$ cat config.mk
export PLATFORM = sky130hd
export DESIGN_NAME = fir_decim_out
export DESIGN_NICKNAME = d
export VERILOG_FILES = /design/src/rtl/fir_pkg.sv /design/src/rtl/fir_decim_out_sync_fifo.sv /design/src/rtl/fir_decim_out.sv
export SDC_FILE = /design/constraint.sdc
export NUM_CORES = 1
export LEC_CHECK = 0
export ABC_AREA = 1
export CORE_UTILIZATION = 59
export DETAILED_ROUTE_END_ITERATION = 6
export PLACE_DENSITY = 0.8
export SYNTH_ARGS = -nofsm -noshare
export SYNTH_HDL_FRONTEND = slang
export SYNTH_SLANG_ARGS = --single-unit
$ cat constraint.sdc
create_clock -name clk -period 3.46 [get_ports clk]
set_clock_uncertainty 0.1 [all_clocks]
set_input_delay 0.346 -clock clk [delete_from_list [all_inputs] [get_ports clk]]
set_output_delay 0.346 -clock clk [all_outputs]
set_load 0.02 [all_outputs]
$ cat src/rtl/fir_pkg.sv
// Shared FIR constants and small helpers for the filter output path.
// Everything downstream of the 11-tap FIR imports this package.
package fir_pkg;

  localparam int FIR_DW     = 16;
  localparam int FIR_TAPS   = 11;
  localparam int FIR_WARMUP = 2 * FIR_TAPS;

  localparam int STREAM_VALID_W = 1;
  localparam int STREAM_READY_W = 1;

  // What happens to the current FIR sample at the decimator.
  typedef enum logic [1:0] {
    SAMPLE_SKIP,
    SAMPLE_PUSH,
    SAMPLE_DROP
  } keep_e;

  // Counter width that never collapses to zero bits.
  function automatic int clog2Min1(input int v);
    return (v <= 2) ? 1 : $clog2(v);
  endfunction

endpackage

$ cat src/rtl/fir_decim_out_sync_fifo.sv
// Small synchronous FIFO with register-array storage and first-word-fall-through output.
// A push while full is only accepted when a pop happens in the same cycle.
module sync_fifo
  import fir_pkg::*;
#(
  parameter int DW = FIR_DW,
  parameter int AW = 3
) (
  input  logic          clk,
  input  logic          reset_n,
  input  logic          clear,
  input  logic          push,
  input  logic [DW-1:0] push_data,
  input  logic          pop,
  output logic [DW-1:0] pop_data,
  output logic [AW:0]   count,
  output logic          full,
  output logic          empty
);

  localparam int DEPTH = 1 << AW;
  localparam logic [AW:0] FULL_CNT = (AW + 1)'(DEPTH);

  logic [DW-1:0] mem_q [DEPTH];
  logic [AW:0]   wrPtr_q, wrPtr_d;
  logic [AW:0]   rdPtr_q, rdPtr_d;
  logic          doPush, doPop;

  assign count    = wrPtr_q - rdPtr_q;
  assign full     = (count == FULL_CNT);
  assign empty    = (count == '0);
  assign doPop    = pop && !empty;
  assign doPush   = push && (!full || doPop);
  // Zero the output while empty so m_data reads 0 after reset or flush.
  assign pop_data = empty ? '0 : mem_q[rdPtr_q[AW-1:0]];

  always_comb begin
    wrPtr_d = wrPtr_q;
    rdPtr_d = rdPtr_q;
    if (doPush) wrPtr_d = wrPtr_q + (AW + 1)'(1);
    if (doPop)  rdPtr_d = rdPtr_q + (AW + 1)'(1);
  end

  always_ff @(posedge clk) begin
    if (!reset_n || clear) begin
      wrPtr_q <= '0;
      rdPtr_q <= '0;
    end else begin
      wrPtr_q <= wrPtr_d;
      rdPtr_q <= rdPtr_d;
    end
  end

  always_ff @(posedge clk) begin
    if (reset_n && !clear && doPush) mem_q[wrPtr_q[AW-1:0]] <= push_data;
  end

endmodule

$ cat src/rtl/fir_decim_out.sv
// FIR output stage: drops the filter fill transient, keeps one sample in DECIM,
// and buffers the kept samples towards a slower valid/ready consumer.
module fir_decim_out
  import fir_pkg::*;
#(
  parameter int DW     = FIR_DW,
  parameter int DECIM  = 4,
  parameter int WARMUP = FIR_WARMUP,
  parameter int DEPTH  = 8,
  parameter int AW     = $clog2(DEPTH)
) (
  input  logic                      clk,
  input  logic                      reset_n,
  input  logic [DW-1:0]             y_in,
  input  logic                      clear,
  output logic [DW-1:0]             m_data,
  output logic [STREAM_VALID_W-1:0] m_valid,
  input  logic [STREAM_READY_W-1:0] m_ready,
  output logic [AW:0]               fifo_count,
  output logic                      ovf
);

  localparam int WCW = clog2Min1(WARMUP + 1);
  localparam int PW  = clog2Min1(DECIM);
  localparam logic [WCW-1:0] WARM_END   = WCW'(WARMUP);
  localparam logic [PW-1:0]  PHASE_LAST = PW'(DECIM - 1);

  logic [WCW-1:0] warmCnt_q, warmCnt_d;
  logic [PW-1:0]  phase_q, phase_d;
  logic           ovf_q, ovf_d;
  keep_e          keepAct;
  logic           popReq, fifoFull, fifoEmpty, warmDone;

  assign warmDone = (warmCnt_q == WARM_END);
  assign popReq   = m_valid[0] && m_ready[0];
  assign m_valid  = STREAM_VALID_W'(!fifoEmpty);
  assign ovf      = ovf_q;

  // Phase only runs once warm-up is done; a kept sample that finds the FIFO
  // full without a simultaneous pop is dropped but still consumes its phase.
  always_comb begin
    warmCnt_d = warmCnt_q;
    phase_d   = phase_q;
    keepAct   = SAMPLE_SKIP;
    if (warmDone) begin
      if (phase_q == '0) keepAct = (fifoFull && !popReq) ? SAMPLE_DROP : SAMPLE_PUSH;
      if (DECIM == 1 || phase_q == PHASE_LAST) phase_d = '0;
      else                                     phase_d = phase_q + PW'(1);
    end else begin
      warmCnt_d = warmCnt_q + WCW'(1);
    end
    ovf_d = ovf_q || (keepAct == SAMPLE_DROP);
  end

  always_ff @(posedge clk) begin
    if (!reset_n || clear) begin
      warmCnt_q <= '0;
      phase_q   <= '0;
      ovf_q     <= 1'b0;
    end else begin
      warmCnt_q <= warmCnt_d;
      phase_q   <= phase_d;
      ovf_q     <= ovf_d;
    end
  end

  sync_fifo #(
    .DW(DW),
    .AW(AW)
  ) uFifo (
    .clk       (clk),
    .reset_n   (reset_n),
    .clear     (clear),
    .push      (keepAct == SAMPLE_PUSH),
    .push_data (y_in),
    .pop       (popReq),
    .pop_data  (m_data),
    .count     (fifo_count),
    .full      (fifoFull),
    .empty     (fifoEmpty)
  );

endmodule

### Yosys cells after proc, flatten, opt, wreduce, memory -nomap -nowiden

Memory sizes are Yosys's and may differ from the RTL's. A register that Yosys moved wholly into a read port is not among the register bits.
Cells that the tools add are included.
W data, S select, Z words.

| word-level totals | value |
|---|---|
| register bits | 16 |
| memory bits (writable) | 128 |
| input bits | 20 |
| word-level logic and storage cells | 41 |
| memories | 1 |

| operators by class | value |
|---|---|
| add/sub/neg operators | 5 |
| equal/unequal tests | 5 |
| muxes and demuxes | 9 |
| reductions and logical operators | 16 |

Memory list:

| memory | depth | width | rd ports | clocked after memory_dff | wr ports | RTL line | source |
|---|---|---|---|---|---|---|---|
| uFifo.mem_q | 8 | 16 | 1 | 1 | 1 | fir_decim_out_sync_fifo.sv:24 | `logic [DW-1:0] mem_q [DEPTH];` |

Operator list:

| operator | number |
|---|---|
| $mux W16 | 1 |
| $add A4 B1 Y4 const B | 2 |
| $mux W2 | 4 |
| $logic_and A1 B1 Y1 | 6 |
| $mux W3 | 2 |
| $add A5 B1 Y5 const B | 1 |
| $eq A5 B5 Y1 const B | 1 |
| $logic_not A1 Y1 | 5 |
| $eq A2 B2 Y1 const B | 2 |
| $eq A4 B4 Y1 const B | 1 |
| $logic_not A4 Y1 | 1 |
| $sub A4 B4 Y4 | 1 |
| $logic_or A1 B1 Y1 | 3 |
| $add A2 B1 Y2 const B | 1 |
| $eq A2 B1 Y1 const B | 1 |
| $logic_not A2 Y1 | 1 |
| $mux W1 | 2 |

### Depth between registers and ports, before layout

Gate-level depths: netlist of run 1.

| logic depth | value |
|---|---|
| depth after elaboration | 14 |
| gate-level depth with buffers | 13 |
| mapped depth without buffers | 13 |

### Cells and area by module

A second synthesis of run 1 with hierarchy kept.

| second synthesis, totals | value |
|---|---|
| cell total of the unflattened synthesis | 502 |
| area total of the unflattened synthesis | 6122.1 um^2 |

By module, submodules not included:

| module | instances | cells an instance | area each (um^2) |
|---|---|---|---|
| sync_fifo | 1 | 446 | 5708.0 |
| fir_decim_out | 1 | 56 | 414.1 |

### Worst setup path after synthesis of run 1

OpenSTA, ideal clock, no wires.

| path | value |
|---|---|
| path type | flip-flop to flip-flop |
| start point | register uFifo.wrPtr_q[0] |
| end point | memory uFifo.mem_q[6][0] (netlist name), enable pin |
| library setup time | 0.409 ns |
| arrival time | 2.871 ns |
| data required time | 2.951 ns |
| path slack | 0.080 ns |
| cell stages (with the launch flop) | 11 |
| path buffers | 0 |
| path through | dfxtp_1 -> inv_1 -> ha_1 -> inv_1 -> fa_1 -> nor2_1 -> nand3_1 -> nor2_2 -> nand3_2 -> nand3_2 -> nor3_1 |

| between the ends | value |
|---|---|
| cells in the longest elaborated chain, start to end | 14 |
| elaborated cells on any way between the ends | 18 |

Ends and longest elaborated chain:

| item | RTL line | source |
|---|---|---|
| start: declaration | fir_decim_out_sync_fifo.sv:25 | `logic [AW:0] wrPtr_q, wrPtr_d;` |
| start signal: assignment | fir_decim_out_sync_fifo.sv:49 | `wrPtr_q <= wrPtr_d;` |
| $sub A4 B4 Y4 * | fir_decim_out_sync_fifo.sv:29 | `assign count = wrPtr_q - rdPtr_q;` |
| named net fifo_count[1] | fir_decim_out.sv:19 | `output logic [AW:0] fifo_count,` |
| $logic_not A4 Y1 | fir_decim_out_sync_fifo.sv:31 | `assign empty = (count == '0);` |
| $logic_not A1 Y1 | fir_decim_out_sync_fifo.sv:32, fir_decim_out.sv:36 |  |
| $logic_and A1 B1 Y1 | fir_decim_out.sv:35 | `assign popReq = m_valid[0] && m_ready[0];` |
| $logic_not A1 Y1 | fir_decim_out.sv:46 | `if (phase_q == '0) keepAct = (fifoFull && !popReq) ? SAMPLE_DROP : SAMPLE_PUSH;` |
| $logic_and A1 B1 Y1 | fir_decim_out.sv:46 |  |
| $mux W2 (2 in series) | fir_decim_out.sv:46 |  |
| $mux W2 | fir_decim_out.sv:45 | `if (warmDone) begin` |
| $eq A2 B1 Y1 | fir_decim_out.sv:74 | `.push (keepAct == SAMPLE_PUSH),` |
| $logic_and A1 B1 Y1 * | fir_decim_out_sync_fifo.sv:33 | `assign doPush = push && (!full \|\| doPop);` |
| $logic_and A1 B1 Y1 * | fir_decim_out_sync_fifo.sv:55 | `if (reset_n && !clear && doPush) mem_q[wrPtr_q[AW-1:0]] <= push_data;` |
| $mux W1 * | fir_decim_out_sync_fifo.sv:55 |  |
| $mux W1 (implied by the code) * | fir_decim_out_sync_fifo.sv:55 |  |
| end: declaration | fir_decim_out_sync_fifo.sv:24 |  |

The timed path passes the listed nets; every way through them passes the cells marked *.

### Final worst setup path of run 1

| path | value |
|---|---|
| start point | register uFifo.wrPtr_q[0] |
| end point | output m_data[14] |

| between the ends | value |
|---|---|
| cells in the longest elaborated chain, start to end | 3 |

Ends and longest elaborated chain:

| item | RTL line | source |
|---|---|---|
| $sub A4 B4 Y4 | fir_decim_out_sync_fifo.sv:29 |  |
| $logic_not A4 Y1 | fir_decim_out_sync_fifo.sv:31 |  |
| $mux W16 | fir_decim_out_sync_fifo.sv:35 | `assign pop_data = empty ? '0 : mem_q[rdPtr_q[AW-1:0]];` |
| end: declaration | fir_decim_out.sv:16 | `output logic [DW-1:0] m_data,` |

No other way between the ends.

==> run_results.csv, run 1 <==
group,metric,value,unit
setup_path,reg2reg_setup_slack,0.80,ns
cells_and_area,nNetsFinal,635,
grt,antenna_found_initial,0,
floorplanning,dieWidth,105,um
setup_path,critical_path_class,"reg2out",
clock_tree,post_cts_buffers,0,
setup_path,reg2regPathDepth,11,
setup_path,cp_cell_sequence,"inv_1 -> ha_1 -> inv_1 -> fa_1 -> nor2_1 -> nand3_1 -> inv_1 -> nand3_4 -> inv_8 -> nor2_1 -> dlygate4sd2_1",
synth,synth_area,6300,sq um
synth,synth_nets,584,
setup_path,required,3.01,ns
clock_tree,cts-root-buf,"clkbuf_8",
placement,port_buffers,41,
setup_path,crit_top_cell,"inv_1",
timing,worst_pin_slew,0.689,ns
grt,grt_max_degree,65,
cells_and_area,ff_latch_area,4230,sq um
power,ir_worst_vdd,0.349,mV
setup_path,r2r_end,"uFifo.mem_q[6][5]$_DFFE_PP_",
worst_hold_path,min_delay_path_depth,2,
timing,slew_headroom,0.540,
timing,period_needed,3.29,ns
worst_hold_path,min_path_type,"reg2reg",
cells_and_area,drive_gt1_frac,0.0956,
setup_path,cp_max_fo,16,
run_status,status,"finished clean",
routing,vias,4136,
setup_path,startpoint_type,"flip-flop",
clock_tree,numCtsBuffers,17,
clock_tree,cts_max_level,4,
timing,maxSlewViolCount,0,
cells_and_area,fin_area,7430,sq um
synth,yosys.area_share.adder,0.0210,
synth,ys_types,29,
placement,place_congestion,0.774,
placement,place_inst,722,
cells_and_area,fin_util,0.720,
synth,synth.avg_cell_area,11.4,sq um
routing,avgRoutedWirePerCell,16.8,um
power,powerDensity,498,nW/um^2
routing,met1_length,5090,um
synth,synth-simple-area-share,0.129,
synth,syn_inst,554,
cells_and_area,syn_to_final_growth,17.9,%
timing,finalCritPeriodShare,0.952,
routing,route.detailed.drc,0,
setup_path,cp.arrival,2.85,ns
routing,viasPerCell,5.49,
floorplanning,die_y,105,um
synth,synthMuxAreaShare,0.0508,
floorplanning,initial_core_util,0.610,
cells_and_area,antenna_cells,0,
floorplanning,io-pin-count,42,
setup_path,cpPeakStageDelay,0.43,ns
setup_path,path_buf_inv,5,
timing,finalSetupViolCount,0,
routing,wl,12600,um
grt,grt_pass1_vias,4057,
floorplanning,die_area,11100,sq um
synth,synth_compound_area_frac,0.0659,
timing,setup_tns,0,ns
routing,ant_nets,0,
worst_hold_path,worst_hold_path.endpoint,"ovf$_SDFF_PP0_",
cells_and_area,multiInputGateArea,1750,sq um
grt,grt_first_pass_wirelength,19800,um
floorplanning,core,10300,sq um
clock_tree,cts_tree,"built",
placement,dpl.hpwl,7110,um
grt,grt_usage,0.242,
run,cap_violations,0,
timing,rsz0062_at_grt,"no",
synth,yosys_register_bits,147,
routing,wl_met3,727,um
grt,grt.overflow.total,0,
cells_and_area,nFillCells,665,
floorplanning,rows,37,
placement,detailed_place.area,6890,sq um
routing,wl_met2,6500,um
synth,ys_seq_area_frac,0.670,
synth,yosysWarnings,0,
clock_tree,cts_sinks,147,
timing,max_freq,0.304,GHz
synth,synth_top_family_by_area,"simple AND/OR/NAND/NOR gates",
timing,finalHoldViolCount,0,
setup_path,rr_startpoint,"uFifo.wrPtr_q[0]$_SDFFE_PP0P_",
routing,top_layer_used,"met4",
clock_tree,clock_path_buffers,2,
cells_and_area,finalNonFillerCells,753,
routing,drtPass1Iterations,5,
power,leakage,2.77,nW
worst_hold_path,min-delay-start,"ovf$_SDFF_PP0_",
clock_tree,path_clk_slew,0.06,ns
synth,synth-xor-area-share,0.00973,
clock_tree,clock_latency,0.52,ns
setup_path,cp_top_family,"buffers and inverters",
setup_path,crit_path_top_delay_cell,"fa_1",
setup_path,end_kind,"primary output",
routing,drt_iter0_drc,290,
[metal layers]
metal,up-vias,GRT usage
met2,141,0.413
met4,0,0.117
met1,1976,0.293
met5,-,0
li1,1992,-
met3,27,0.0532
[worst register-to-register path, delay by kind of cell (launching register included)]
family | cells | cell delay [ns]
adder cells (fa/ha/maj) | 2 | 0.73
buffers and inverters | 3 | 0.51
flip-flops | 1 | 0.35
AND/OR/NAND/NOR | 6 | 0.66
[cells in the mapped netlist (all sizes together)]
cell type | count | area, sq um
dfxtp | 19 | 380
mux2i | 32 | 320
clkinv | 1 | 3.75
or2 | 1 | 6.26
o21ai | 37 | 185
edfxtp | 128 | 3840
inv | 53 | 201
nor2 | 68 | 260
xor2 | 4 | 35.0
nand4 | 1 | 6.26
xnor2 | 3 | 26.3
a21oi | 46 | 230
nor3 | 2 | 10.0
nand3b | 1 | 7.51
nand2 | 104 | 395
buf | 14 | 91.3
clkbuf | 10 | 38.8
fa | 1 | 20.0
nand3 | 20 | 128
ha | 9 | 113
[flip-flops by register name, indices dropped and copies added (netlist names), named ones only]
name	count
uFifo.wrPtr_q	4
phase_q	2
uFifo.rdPtr_q	4
uFifo.mem_q	128
ovf	1
warmCnt_q	5
[layout make-up]
cell class,instances,share of cell area
sequential,147,0.569
multi-input combinational,329,0.236
timing repair buffer,56,0.0694
clock buffer,17,0.0557
inverter,54,0.0283
tap,136,0.0229
clock inverter,14,0.0187
[per-stage QoR]
| stage | setup slack (ns) | power (W) | hold slack, ns |
|---|---|---|---|
| floorplan | 0.0799 | 0.00197 | 0.340 |
| global placement | 0.564 | 0.00201 | 0.338 |
| detailed placement | 0.405 | 0.00201 | 0.354 |
| CTS | 0.138 | 0.00371 | 0.372 |
| global route | 0.0159 | 0.00378 | 0.394 |
| finish | 0.167 | 0.00370 | 0.364 |
[layout by cell type (no fill, tap or decap), types with 17 or more instances in the layout]
cell type	netlist	routed
dfxtp_1	19	17
o21ai_0	37	37
nor2_1	66	66
nand2_1	102	102
clkdlybuf4s50_1	0	25
edfxtp_1	128	128
inv_1	52	52
a21oi_1	46	46
mux2i_1	32	32
[cell families (layout without fill, tap and decap cells)]
group,Yosys count,count (layout)
xor+xnor,7,7
flops,147,147
compound gates,83,83
simple gates,197,197
buf+inv,78,141
fa+ha+maj,10,10
mux,32,32
[report_power, final]
| group | internal, W | switching (W) |
|---|---|---|
| sequential | 0.00192 | 0.00000123 |
| combinational | 0.0000224 | 0.0000281 |
| clock | 0.00102 | 0.000709 |
[what timing repair did]
action	CTS	global route
setup endpoints to repair	16	0
gates resized for setup	18	0
hold buffers	0	0
[worst max-delay path by stage]
stage	start	endpoint	cells past startpoint
after floorplan	uFifo.wrPtr_q[0]$_SDFFE_PP0P_	uFifo.mem_q[6][0]$_DFFE_PP_	10
after global placement	uFifo.wrPtr_q[0]$_SDFFE_PP0P_	m_data[14]	11
after detailed placement	uFifo.wrPtr_q[0]$_SDFFE_PP0P_	m_data[8]	11
after CTS	uFifo.wrPtr_q[0]$_SDFFE_PP0P_	m_valid	9
after global routing	uFifo.wrPtr_q[0]$_SDFFE_PP0P_	m_data[14]	11
final	uFifo.wrPtr_q[0]$_SDFFE_PP0P_	m_data[14]	11
No activity file was read; power rests on OpenSTA's default activity.
==> run 2, diff against run 1 <==
--- a/config.mk
+++ b/config.mk
@@ -7,8 +7,10 @@
 export LEC_CHECK = 0
 export ABC_AREA = 1
 export CORE_UTILIZATION = 59
+export CTS_CLUSTER_DIAMETER = 40
 export DETAILED_ROUTE_END_ITERATION = 6
 export PLACE_DENSITY = 0.8
 export SYNTH_ARGS = -nofsm -noshare
 export SYNTH_HDL_FRONTEND = slang
 export SYNTH_SLANG_ARGS = --single-unit
+export TNS_END_PERCENT = 10
==> results of run 2 <==
No change in the layout: final DEF, timing and power equal those of run 1.
==> run 3, diff against run 2 <==
--- a/config.mk
+++ b/config.mk
@@ -6,10 +6,12 @@
 export NUM_CORES = 1
 export LEC_CHECK = 0
 export ABC_AREA = 1
-export CORE_UTILIZATION = 59
+export CORE_UTILIZATION = 61
+export CTS_BUF_LIST = sky130_fd_sc_hd__clkbuf_4
 export CTS_CLUSTER_DIAMETER = 40
 export DETAILED_ROUTE_END_ITERATION = 6
-export PLACE_DENSITY = 0.8
+export GPL_TIMING_DRIVEN = 0
+export PLACE_DENSITY = 0.82
 export SYNTH_ARGS = -nofsm -noshare
 export SYNTH_HDL_FRONTEND = slang
 export SYNTH_SLANG_ARGS = --single-unit
==> run 3 against run 2 <==
Effect of this change: global-route usage is 3.2 points higher; cell area is 2.2% lower; setup slack better by 0.029 ns; worst hold slack worse by 0.00065 ns; largest cell class unchanged; non-clock buffer count is 16 higher.
==> run_results.csv, run 3 (synthesized netlist as in run 1, its figures left out) <==
group,metric,value,unit
run_status,status,"finished clean",
grt,antenna_found_initial,0,
timing,finalCritPeriodShare,0.943,
floorplanning,die_y,104,um
placement,place_congestion,0.783,
routing,viasPerCell,5.65,
setup_path,cp_cell_sequence,"inv_1 -> ha_1 -> inv_1 -> fa_1 -> nor2_2 -> nand3_2 -> inv_2 -> nand3_4 -> inv_6 -> buf_6 -> nor2_1 -> dlygate4sd2_1",
cells_and_area,multiInputGateArea,1780,sq um
cells_and_area,ff_latch_area,4230,sq um
clock_tree,numCtsBuffers,17,
cells_and_area,largest_reg_flops,128,
timing,finalSetupViolCount,0,
clock_tree,hold_buffers,0,
routing,ant_nets,0,
timing,max_freq,0.306,GHz
timing,worst_pin_slew,0.997,ns
setup_path,crit_path_top_delay_cell,"fa_1",
placement,place_inst,734,
power,leakage,2.67,nW
cells_and_area,antenna_cells,0,
cells_and_area,nNetsFinal,651,
power,powerDensity,410,nW/um^2
timing,finalHoldViolCount,0,
clock_tree,clock_latency,0.52,ns
placement,port_buffers,41,
setup_path,cpPeakStageDelay,0.51,ns
clock_tree,cts-root-buf,"clkbuf_4",
power,ir_worst_vdd,0.296,mV
setup_path,crit_top_cell,"inv_1",
setup_path,cp_max_fo,10,
placement,detailed_place.area,6990,sq um
setup_path,cp.arrival,2.82,ns
floorplanning,core,9910,sq um
run,cap_violations,0,
routing,avgRoutedWirePerCell,17.7,um
clock_tree,cts_tree,"built",
routing,drt_iter0_drc,488,
cells_and_area,drive_gt1_frac,0.118,
routing,vias,4331,
routing,route.detailed.drc,0,
cells_and_area,final_cell_mix,"edfxtp_1 (128), nand2_1 (102), nor2_1 (59), inv_1 (51), a21oi_1 (46)",
timing,rsz0062_at_grt,"yes",
cells_and_area,nFillCells,695,
setup_path,required,3.01,ns
grt,grt.overflow.total,0,
floorplanning,io-pin-count,42,
setup_path,startpoint_type,"flip-flop",
floorplanning,dieWidth,104,um
setup_path,path_buf_inv,6,
setup_path,end_kind,"primary output",
clock_tree,path_clk_slew,0.12,ns
cells_and_area,final_common_cell,"edfxtp_1",
clock_tree,cts_max_level,4,
routing,wl,13600,um
floorplanning,initial_core_util,0.636,
grt,grt_usage,0.274,
timing,period_needed,3.26,ns
timing,maxSlewViolCount,0,
setup_path,cp_top_family,"buffers and inverters",
cells_and_area,finalNonFillerCells,767,
grt,grt_first_pass_wirelength,21900,um
worst_hold_path,min_path_type,"reg2reg",
cells_and_area,syn_to_final_growth,15.3,%
clock_tree,cts_sinks,147,
cells_and_area,fin_area,7270,sq um
grt,grt_pass1_vias,4323,
floorplanning,die_area,10700,sq um
floorplanning,rows,36,
placement,dpl.hpwl,8880,um
grt,grt_max_degree,17,
timing,slew_headroom,0.332,
clock_tree,clock_path_buffers,2,
setup_path,critical_path_class,"reg2out",
routing,drtPass1Iterations,5,
## run 3: changes by cell type in the layout (fill, tap and decap cells not counted), moves of 8 or more
cell,change
buf_4,-9
clkbuf_1,+9
clkbuf_16,-16
clkbuf_4,+18
clkdlybuf4s15_1,+8
dlygate4sd2_1,-9
## run 3: worst paths after layout
path,endpoint,slack (ns),cells past startpoint,startpoint
min reg2reg,ovf$_SDFF_PP0_,0.36,2,ovf$_SDFF_PP0_
max reg2reg,uFifo.mem_q[7][7]$_DFFE_PP_,0.28,11,uFifo.wrPtr_q[0]$_SDFFE_PP0P_
min,ovf$_SDFF_PP0_,0.36,2,ovf$_SDFF_PP0_
max,m_data[5],0.20,12,uFifo.wrPtr_q[0]$_SDFFE_PP0P_
## run 3: layout make-up
type	instances	area share
plain buffers	24	0.0179
clock inverters	14	0.0181
multi-input cells	329	0.244
well taps	133	0.0229
flip-flops and latches	147	0.582
repair buffers	48	0.0680
clock buffers	18	0.0186
inverters	54	0.0286
## run 3: timing repair
action	4_1_cts	5_1_grt
cloned	0	0
setup buffers	0	1
resized for setup	16	15
endpoints found under the setup margin	16	17
hold endpoints to repair	0	0
## run 3: where the power goes
group / switching (W) / total [W] / internal (W)
combinational: 0.0000283 / 0.0000502 / 0.0000219
sequential: 0.00000125 / 0.00192 / 0.00192
clock: 0.000632 / 0.00100 / 0.000373
## run 3: through the flow
| stage | setup TNS, ns | total power, W | utilization | hold WS [ns] | setup WS [ns] |
|---|---|---|---|---|---|
| final | 0 | 0.00298 | 0.733 | 0.363 | 0.196 |
| after global routing | -0.00633 | 0.00307 | 0.733 | 0.383 | -0.00633 |
| after CTS | 0 | 0.00298 | 0.731 | 0.369 | 0.0291 |
| after detailed placement | 0 | 0.00201 | 0.706 | 0.347 | 0.281 |
| after global placement | -28.82 | 0.00201 | 0.694 | 0.339 | -0.905 |
| after floorplan | 0 | 0.00197 | - | 0.340 | 0.0799 |
## run 3: layer usage
| metal | vias up | track usage | wire length (um) |
|---|---|---|---|
| met4 | 0 | 0.143 | 346 |
| met3 | 38 | 0.0686 | 1250 |
| met1 | 2030 | 0.343 | 5180 |
| met2 | 236 | 0.444 | 6790 |
| li1 | 2027 | - | - |
| met5 | - | 0 | 0 |
## run 3: worst register-to-register path: stages (launching register included)
cell	delay, ns
dfxtp_2	0.36
inv_1	0.10
ha_1	0.16
inv_1	0.07
fa_1	0.58
nor2_2	0.06
nand3_2	0.08
nor2_2	0.05
nand3_2	0.13
nand3_2	0.16
nor3_2	0.79
buf_8	0.25
